File: src/rtl/fc_neuron_mac.sv
`default_nettype none
// ============================================================================
// Module   : fc_neuron_mac
// Purpose  : Sequential multiply-accumulate for one fully-connected neuron.
//            Streams N_INPUTS signed activation/weight pairs over a
//            valid/ready handshake, adds a bias, then rounds (half toward
//            +infinity) and saturates the sum to a signed DATA_W result with
//            FRAC_BITS fractional bits. The result is presented as oa to the
//            ReLU stage downstream; oa itself is not clipped at zero.
//
// Ports    : clk       - system clock, rising edge
//            rst       - synchronous active-high reset
//            start     - begin an evaluation (honoured only in IDLE)
//            bias      - signed bias, sampled when start is honoured
//            in_valid  - x/w beat valid
//            in_ready  - beat accepted this cycle if in_valid (ACC only)
//            x, w      - signed activation / weight
//            oa_valid  - oa holds a finished result
//            oa_ready  - downstream accepts oa
//            oa        - rounded, saturated neuron sum (pre-activation)
//            busy      - high in every state except IDLE
//
// Revision : 1.0 - initial release
// ============================================================================
module fc_neuron_mac #(
  parameter int DATA_W    = 16,
  parameter int FRAC_BITS = 8,
  parameter int N_INPUTS  = 64,
  parameter int ACC_W     = 48
) (
  input  logic                     clk,
  input  logic                     rst,
  input  logic                     start,
  input  logic signed [DATA_W-1:0] bias,
  input  logic                     in_valid,
  output logic                     in_ready,
  input  logic signed [DATA_W-1:0] x,
  input  logic signed [DATA_W-1:0] w,
  output logic                     oa_valid,
  input  logic                     oa_ready,
  output logic signed [DATA_W-1:0] oa,
  output logic                     busy
);

  // --------------------------------------------------------------------------
  // Derived constants
  // --------------------------------------------------------------------------
  localparam int PROD_W = 2 * DATA_W;
  // One extra bit so adding the rounding constant can never overflow.
  localparam int RND_W  = ACC_W + 1;
  localparam int CNT_W  = (N_INPUTS > 1) ? $clog2(N_INPUTS) : 1;

  localparam logic [CNT_W-1:0] LAST_BEAT = CNT_W'(N_INPUTS - 1);

  localparam logic signed [DATA_W-1:0] SAT_MAX = {1'b0, {(DATA_W-1){1'b1}}};
  localparam logic signed [DATA_W-1:0] SAT_MIN = {1'b1, {(DATA_W-1){1'b0}}};

  // --------------------------------------------------------------------------
  // State machine encoding
  // --------------------------------------------------------------------------
  typedef enum logic [2:0] {
    IDLE  = 3'd0,
    ACC   = 3'd1,
    DRAIN = 3'd2,
    SAT   = 3'd3,
    OUT   = 3'd4
  } state_t;

  state_t                    state;
  logic        [CNT_W-1:0]   count;
  logic signed [PROD_W-1:0]  prod;
  logic                      prod_valid;
  logic signed [ACC_W-1:0]   acc;

  // --------------------------------------------------------------------------
  // Combinational datapath
  // --------------------------------------------------------------------------
  logic                      accept;
  logic signed [PROD_W-1:0]  mul;
  logic signed [ACC_W-1:0]   bias_ext;
  logic signed [ACC_W-1:0]   prod_ext;
  logic signed [RND_W-1:0]   acc_wide;
  logic signed [RND_W-1:0]   acc_shr;
  logic [RND_W-DATA_W:0]     shr_hi;
  logic signed [DATA_W-1:0]  sat_val;

  assign accept = in_valid && in_ready;

  // Full-width signed product: both operands sign-extended to PROD_W first.
  assign mul = $signed({{DATA_W{x[DATA_W-1]}}, x}) *
               $signed({{DATA_W{w[DATA_W-1]}}, w});

  // Bias is aligned to the product scale (2*FRAC_BITS fractional bits).
  assign bias_ext = $signed({{(ACC_W-DATA_W){bias[DATA_W-1]}}, bias}) <<< FRAC_BITS;
  assign prod_ext = $signed({{(ACC_W-PROD_W){prod[PROD_W-1]}}, prod});
  assign acc_wide = $signed({acc[ACC_W-1], acc});

  // Round half toward +infinity then arithmetic shift back to FRAC_BITS
  // fractional bits.
  generate
    if (FRAC_BITS > 0) begin : g_round
      localparam logic signed [RND_W-1:0] HALF_LSB = RND_W'(1) << (FRAC_BITS - 1);
      logic signed [RND_W-1:0] acc_rnd;
      assign acc_rnd = acc_wide + HALF_LSB;
      assign acc_shr = acc_rnd >>> FRAC_BITS;
    end else begin : g_no_round
      assign acc_shr = acc_wide;
    end
  endgenerate

  // The value fits in DATA_W exactly when every bit from the result's sign
  // position upward matches; otherwise clamp toward the true sign.
  assign shr_hi  = acc_shr[RND_W-1:DATA_W-1];
  assign sat_val = ((&shr_hi) || !(|shr_hi)) ? acc_shr[DATA_W-1:0]
                 : (acc_shr[RND_W-1] ? SAT_MIN : SAT_MAX);

  // Handshake/status outputs are pure decodes of the state register.
  assign in_ready = (state == ACC);
  assign busy     = (state != IDLE);

  // --------------------------------------------------------------------------
  // Sequential logic: FSM, two-stage MAC pipeline and output register
  // --------------------------------------------------------------------------
  always_ff @(posedge clk) begin
    if (rst) begin
      state      <= IDLE;
      count      <= '0;
      prod       <= '0;
      prod_valid <= 1'b0;
      acc        <= '0;
      oa         <= '0;
      oa_valid   <= 1'b0;
    end else begin
      // Stage 1: register the product of an accepted beat.
      prod_valid <= accept;
      if (accept) begin
        prod <= mul;
      end

      // Stage 2: fold the registered product in. This also runs in DRAIN
      // for the final beat. The IDLE branch below overrides it on start,
      // but prod_valid is always clear by the time the FSM reaches IDLE.
      if (prod_valid) begin
        acc <= acc + prod_ext;
      end

      case (state)
        IDLE: begin
          if (start) begin
            acc   <= bias_ext;
            count <= '0;
            state <= ACC;
          end
        end

        ACC: begin
          if (accept) begin
            count <= count + CNT_W'(1);
            if (count == LAST_BEAT) begin
              state <= DRAIN;
            end
          end
        end

        DRAIN: begin
          state <= SAT;
        end

        SAT: begin
          oa       <= sat_val;
          oa_valid <= 1'b1;
          state    <= OUT;
        end

        OUT: begin
          // oa keeps its value after the transfer; only the valid drops.
          if (oa_ready) begin
            oa_valid <= 1'b0;
            state    <= IDLE;
          end
        end

        default: begin
          state <= IDLE;
        end
      endcase
    end
  end

endmodule
`default_nettype wire
File: config.mk
export PLATFORM = sky130hd
export DESIGN_NAME = fc_neuron_mac
export DESIGN_NICKNAME = d
export VERILOG_FILES = /design/src/rtl/fc_neuron_mac.sv
export SDC_FILE = /design/constraint.sdc
export NUM_CORES = 1
export LEC_CHECK = 0
export ABC_CLOCK_PERIOD_IN_PS = 16340
export BUFFER_PORTS_ARGS = -buffer_cell sky130_fd_sc_hd__buf_2
export CAP_MARGIN = 20
export CELL_PAD_IN_SITES_DETAIL_PLACEMENT = 0
export CELL_PAD_IN_SITES_GLOBAL_PLACEMENT = 1
export CORE_ASPECT_RATIO = 0.75
export CORE_MARGIN = 10
export CORE_UTILIZATION = 53
export DETAILED_ROUTE_END_ITERATION = 16
export PLACE_DENSITY_LB_ADDON = 0.1
export SYNTH_ARGS = -nofsm -noshare
export SYNTH_HDL_FRONTEND = slang
export SYNTH_SLANG_ARGS = --single-unit
File: constraint.sdc
create_clock -name clk -period 16.34 [get_ports clk]
set_input_delay 0.817 -clock clk [delete_from_list [all_inputs] [get_ports clk]]
set_output_delay 0.817 -clock clk [all_outputs]
set_load 0.03 [all_outputs]
==> results of run 1 <==
[cells by family (layout without fill, tap and decap cells)]
logic type	count (synthesis)	in the layout
xor+xnor	92	92
compound gates	396	396
simple gates	655	655
buf+inv	430	433
mux	24	24
flops	107	107
fa+ha+maj	394	394
[critical path: stages]
cell,delay (ps)
buf_2,120
inv_1,420
nor2_1,150
fa_1,530
fa_1,520
fa_1,510
fa_1,520
fa_1,540
inv_1,50
fa_1,520
inv_1,40
ha_1,350
a21o_1,220
a21o_1,180
a21o_1,190
a31o_2,250
a21o_1,170
a41o_1,220
a41o_1,280
o311ai_0,290
[power by group through the flow]
stage	clock [mW]	combinational, mW	sequential, mW
finish	0.210	3.67	0.324
global route	0.227	4.25	0.328
CTS	0.216	3.68	0.324
detailed placement	0	3.66	0.330
global placement	0	3.63	0.330
floorplan	0	2.93	0.313
[Yosys cell counts, drive strengths merged (24+ instances only)]
cell type,instances
dfxtp,107
xnor2,57
inv,337
nand2,235
clkbuf,78
a211oi,24
a21oi,145
a21o,46
nand4,26
xor2,35
and2,134
ha,131
fa,263
nand3,52
nor2,95
o21ai,66
nor3,35
[layout by cell type, fill, tap and decap left out, types with 57 or more instances in the layout]
cell type  synthesis  layout
nor2_1            95      95
buf_2              6      71
and2_1           132     132
ha_1             131     131
inv_1            337     337
xnor2_1           57      57
dfxtp_1          107     106
nand2_1          235     235
a21oi_1          145     145
fa_1             263     263
[routing by layer]
layer | up-vias | global-route usage [%]
li1 | 6872 | -
met1 | 7058 | 31.4
met2 | 304 | 36.4
met3 | 32 | 3.77
met4 | 0 | 3.23
met5 | - | 0
[how the worst max path moves through the flow]
stage                     slack, ps  cells after the start   from  endpoint
after detailed placement       9310                     20  w[15]  prod[28]
final                          9710                     20  w[15]  prod[28]
after floorplan                9680                     20  w[15]  prod[28]
after global routing           9310                     19   w[5]  prod[29]
after global placement         9420                     21  x[15]  prod[28]
after CTS                      9710                     20  w[15]  prod[28]
[layout make-up]
| cell class | count | area, um^2 | area share [%] |
|---|---|---|---|
| sequential | 107 | 2140 | 11.6 |
| clock inverter | 5 | 36.3 | 0.197 |
| clock buffer | 10 | 229 | 1.24 |
| multi-input combinational | 1561 | 13800 | 74.7 |
| tap | 442 | 553 | 3.00 |
| inverter | 338 | 1270 | 6.89 |
| timing repair buffer | 80 | 423 | 2.30 |
[state kept, by name, indices dropped and copies added, names as in the netlist]
name / flops
oa_valid: 1
prod_valid: 1
acc: 48
state: 3
count: 6
oa: 16
prod: 32
[per-stage QoR]
step	hold slack (ps)	util, %	setup slack [ps]	instances
final	465	56.6	9710	2543
after global routing	493	56.6	9310	2543
after CTS	465	56.6	9710	2543
after detailed placement	457	55.8	9310	2528
after global placement	451	55.8	9420	2528
after floorplan	432	-	9680	2098
==> reports/metrics.yaml, run 1 <==
timing:
  finalSetupViolCount: 0
  setup_tns_ps: 0
  maxSlewViolCount: 0
  fmax_mhz: 151
  rsz0062_at_grt: "no"
  fin_crit_sh_pct: 40.6
  tightest_slew_ps: 1110
  slew_headroom_pct: 23.8
  fin_skew_ps: 11.9
  period_minus_slack_ps: 6630
  finalHoldViolations: 0
logic_synthesis:
  yosysSeqAreaShare_pct: 12.2
  syn_nets: 2545
  synth_compound_area_share_pct: 14.5
  netlist_instances: 2098
  synth-main-ff-cell: "dfxtp_1"
  synth_mux_area_share_pct: 1.39
  synth_fa_ha_area_share_pct: 39.4
  synth_simple_gate_area_share_pct: 18.6
  syn-mean-instance-area_um2: 8.35
  syn-cell-area_mm2: 0.0175
  synth_warnings: 0
  synth_area_leader_cell: "fa_1"
  synth_top_family_by_area: "adder cells"
  ys_ff_latch: 107
  yosysTopAreaCellShare_pct: 30.0
  async_reset_ff_share_pct: 0
  synthTopCellsByArea: "fa_1 30%, dfxtp_1 12%, ha_1 9.4%, inv_1 7.2%, nand2_1 5.0%"
  synth_xor_area_share_pct: 4.60
  ys_types: 77
  synth_edf_count: 0
clock_tree:
  cts_resized: 0
  holdBufCountCts: 0
  cts_root_buf: "clkbuf_16"
  cts_buffers: 9
  clk_pin_slew_ps: 70
  tritoncts: "built"
  cts_setup_buffers: 0
  cts_sinks: 107
  clk_latency_ps: 380
  cts.path.max_buffers: 2
  h-tree-depth: 3
outcome:
  status: "complete, no violations"
pwr:
  p_int_mw: 1.95
  leakagePower_nw: 8.76
  combPwrFrac_pct: 87.3
  swShare_pct: 53.7
  clock_power_share_pct: 5.0
  p_sw_mw: 2.26
  peakVddDrop_mv: 0.413
  power_frac_seq_pct: 7.7
  powerDensity_mw_per_mm2: 228
  finalPower_mw: 4.21
critical_path:
  end_kind: "flip-flop"
  critPathKind: "input pin to flip-flop"
  cp-start-kind: "input pin"
  r2r_slack_ps: 12400
  r2r_start: "prod[0]"
  timing.rr.end: "acc[42]"
  cp.required_ps: 16610
  reg2reg_depth: 11
  path_max_fanout: 15
  arrival_ps: 6900
die:
  die_area_mm2: 0.0408
  rows: 57
  die_x_um: 230
  start_util_pct: 53.9
  pin_count: 72
  fp.coreArea_mm2: 0.0325
  die_h_um: 177
route:
  wl_met3_mm: 2.16
  wl_mm: 43.5
  firstDrtPassIters: 5
  highest_layer: "met4"
  avgViaCountPerCell: 5.61
  dr_wl_met2_mm: 20.1
  antenna_left: 0
  drtIter0Drc: 837
  vias: 14266
  drt-met1-wl_mm: 20.8
  routedWlPerCell_um: 17.1
  route.detailed.drc: 0
layout:
  layout-drive-gt1-share_pct: 5.47
  diodes: 0
  syn_to_final_growth_pct: 5.07
  nets: 2544
  final_area_mm2: 0.0184
  fill_cells: 3113
global_route:
  grt_max_degree: 65
  overflow: 0
  grtUsageTotal_pct: 22.4
  grt_pass1_vias: 14735
  antenna_found_initial: 0
  grt_first_pass_wirelength_mm: 75.1
min_path:
  min_from: "prod[24]"
  hold_depth: 2
  hp-class: "flip-flop to flip-flop"
  holdPathEnd: "prod[24]"
placement:
  dpl-instance-area_mm2: 0.0181
  place_congestion: 0.915
  hpwl_mm: 35.3
  port_buffers: 71
run:
  maxCapViolCount: 0
(Power assumes the default switching activity.)
==> inputs of run 2 (changes only) <==
--- a/config.mk
+++ b/config.mk
@@ -5,14 +5,15 @@
 export SDC_FILE = /design/constraint.sdc
 export NUM_CORES = 1
 export LEC_CHECK = 0
-export ABC_CLOCK_PERIOD_IN_PS = 16340
+export ABC_AREA = 1
+export ABC_CLOCK_PERIOD_IN_PS = 5710
 export BUFFER_PORTS_ARGS = -buffer_cell sky130_fd_sc_hd__buf_2
 export CAP_MARGIN = 20
 export CELL_PAD_IN_SITES_DETAIL_PLACEMENT = 0
 export CELL_PAD_IN_SITES_GLOBAL_PLACEMENT = 1
 export CORE_ASPECT_RATIO = 0.75
 export CORE_MARGIN = 10
-export CORE_UTILIZATION = 53
+export CORE_UTILIZATION = 43
 export DETAILED_ROUTE_END_ITERATION = 16
 export PLACE_DENSITY_LB_ADDON = 0.1
 export SYNTH_ARGS = -nofsm -noshare
==> constraint.sdc (replaced) <==
create_clock -name clk -period 5.71 [get_ports clk]
set_input_delay 0.2855 -clock clk [delete_from_list [all_inputs] [get_ports clk]]
set_output_delay 0.2855 -clock clk [all_outputs]
set_load 0.03 [all_outputs]
==> run 2 against run 1 <==
Against the previous run: critical path depth up 6; final cell count grew 42%; routed wire length grew 45%; clock-buffer cell count shrank 1; worst hold slack worse by 270 ps; die area grew 33%; sequential share of layout area shrank 1.9 points; register-to-register slack lost 10000 ps; critical path type unchanged; largest cell class unchanged; highest routed layer is now met5.
==> reports/metrics.yaml, run 2 <==
route:
  avgViaCountPerCell: 5.07
  vias: 18351
  wl_mm: 63.1
  drtIter0Drc: 1661
  route.detailed.drc: 0
  antenna_left: 0
  routedWlPerCell_um: 17.4
  firstDrtPassIters: 6
critical_path:
  cpMostUsedCell: "inv_1"
  cpMaxStageDelayCell: "fa_1"
  arrival_ps: 5830
  end_kind: "flip-flop"
  cp-start-kind: "input pin"
  cp.required_ps: 6050
  path_max_fanout: 4
  critPathKind: "input pin to flip-flop"
  cpPeakStageDelay_ps: 590
logic_synthesis:
  synthTopCellsByArea: "fa_1 27%, inv_1 12%, nand2_1 12%, dfxtp_1 11%, ha_1 8.4%"
  ys_types: 49
  yosysTopAreaCellShare_pct: 27.0
  synth_commonest_cells: "649 x inv_1, 645 x nand2_1, 298 x nor2_1"
  synth_warnings: 0
  synth_edf_count: 0
  syn-cell-area_mm2: 0.0195
  yosysSeqAreaShare_pct: 11.0
  netlist_instances: 2871
  ys_ff_latch: 107
  synth-main-ff-cell: "dfxtp_1"
  yosysMostFrequentCell: "inv_1"
  syn-mean-instance-area_um2: 6.79
  syn_nets: 3318
  async_reset_ff_share_pct: 0
  synth_area_leader_cell: "fa_1"
global_route:
  grtUsageTotal_pct: 23.8
  grt_first_pass_wirelength_mm: 101
  antenna_found_initial: 3
  grt_max_degree: 56
  overflow: 0
  grt_pass1_vias: 18299
timing:
  slew_headroom_pct: 34.0
  fin_skew_ps: 15.8
  postLayoutSetupSlackWorst_ps: 218
  tightest_slew_ps: 984
  timing.hold.ws_ps: 193
  fmax_mhz: 182
  fin_crit_sh_pct: 96.2
  finalHoldViolations: 0
  finalSetupViolCount: 0
  maxSlewViolCount: 0
  period_minus_slack_ps: 5490
layout:
  largest_reg_flops: 48
  largest-register: "acc"
  syn_to_final_growth_pct: 12.5
  instances_no_fill: 3617
  nets: 3473
  diodes: 0
  final_common_cell: "inv_1"
  layout_common_cells: "646 x inv_1, 643 x nand2_1, 296 x nor2_1, 261 x fa_1, 165 x buf_4"
  fill_cells: 4640
  layout-drive-gt1-share_pct: 12.0
  largest_registers: "acc (48), prod (32), oa (16)"
placement:
  hpwl_mm: 54.9
  port_buffers: 71
  placed_cells: 3600
  place_congestion: 0.985
  dp_slack_ps: -258
die:
  pin_count: 72
  die_area_mm2: 0.0543
  rows: 67
  die_x_um: 266
  start_util_pct: 43.5
  die_h_um: 204
  fp.coreArea_mm2: 0.0448
clock_tree:
  cts_sinks: 107
  holdBufCountCts: 0
  cts_buffers: 9
  tritoncts: "built"
  clk_latency_ps: 390
  cts.path.max_buffers: 2
  cts_root_buf: "clkbuf_16"
  clk_pin_slew_ps: 90
  h-tree-depth: 3
min_path:
  hp-class: "input pin to flip-flop"
outcome:
  status: "complete, no violations"
run:
  maxCapViolCount: 0
run 2: changes by cell type after synthesis, moves of 18 or more:
| cell | previous run | this run |
|---|---|---|
| a211oi_1 | 23 | 0 |
| a21o_1 | 46 | 12 |
| a31oi_1 | 14 | 34 |
| and2_1 | 132 | 0 |
| inv_1 | 337 | 649 |
| mux2i_1 | 22 | 0 |
| nand2_1 | 235 | 645 |
| nand3_1 | 52 | 114 |
| nor2_1 | 95 | 298 |
| o21ai_0 | 45 | 139 |
| o21ai_1 | 21 | 3 |
| or2_2 | 4 | 28 |
| xnor2_1 | 57 | 19 |
run 2: worst paths after layout:
| kind | start | to | slack (ps) | cells after the start |
|---|---|---|---|---|
| hold reg to reg | count[4] | count[4] | 460 | 2 |
| setup / recovery | w[1] | prod[22] | 220 | 26 |
| hold / removal | bias[9] | acc[17] | 190 | 3 |
| setup reg to reg | prod[0] | acc[30] | 1990 | 11 |
run 2: through the flow:
step	util [%]	area (um^2)	TNS, ps
floorplan	-	19500	0
detailed placement	48.0	21500	-1900
finish	49.0	21900	0
global placement	48.0	21500	-1010
CTS	48.8	21800	0
global route	49.0	21900	-9.27
run 2: cells by family (layout without fill, tap and decap cells):
group,Yosys count,after routing,synth area share (%)
AND/OR/NAND/NOR,1180,1180,25.5
buffers and inverters,753,913,14.6
adder cells (fa/ha/maj),394,394,35.4
AO/OA/AOI/OAI,384,384,11.1
flip-flops,107,107,11.0
XOR/XNOR,53,53,2.42
run 2: layer usage:
metal / up-vias / wire, um / GRT usage [%]
met4: 6 / 247 / 1.79
met5: - / 47 / 0
li1: 9047 / - / -
met2: 517 / 23800 / 32.4
met1: 8756 / 33000 / 37.4
met3: 25 / 5980 / 6.62
run 2: repair_timing:
| item | in CTS | in global routing |
|---|---|---|
| gates resized for setup | 0 | 27 |
| endpoints found under the setup margin | 0 | 11 |
| setup buffers | 0 | 1 |
run 2: layout make-up:
type                    count  area, um^2  area share (%)
well taps                 586         733            3.34
clock inverters             7         105           0.479
inverters                 658        2470            11.3
repair buffers            239        1660            7.58
flip-flops and latches    107        2140            9.77
clock buffers               9         225            1.03
multi-input cells        2011       14600            66.5
run 2: worst max-delay path: cells and delay by family:
family | cells | cell delay (ps)
adders and majority gates | 7 | 3370
AOI/OAI and AO/OA | 2 | 400
buffers and inverters | 11 | 1040
and+or+nand+nor | 6 | 720
Power of run 2 is not shown: default switching activity piles up to over one toggle a cycle in this logic, so the estimate is an artifact.
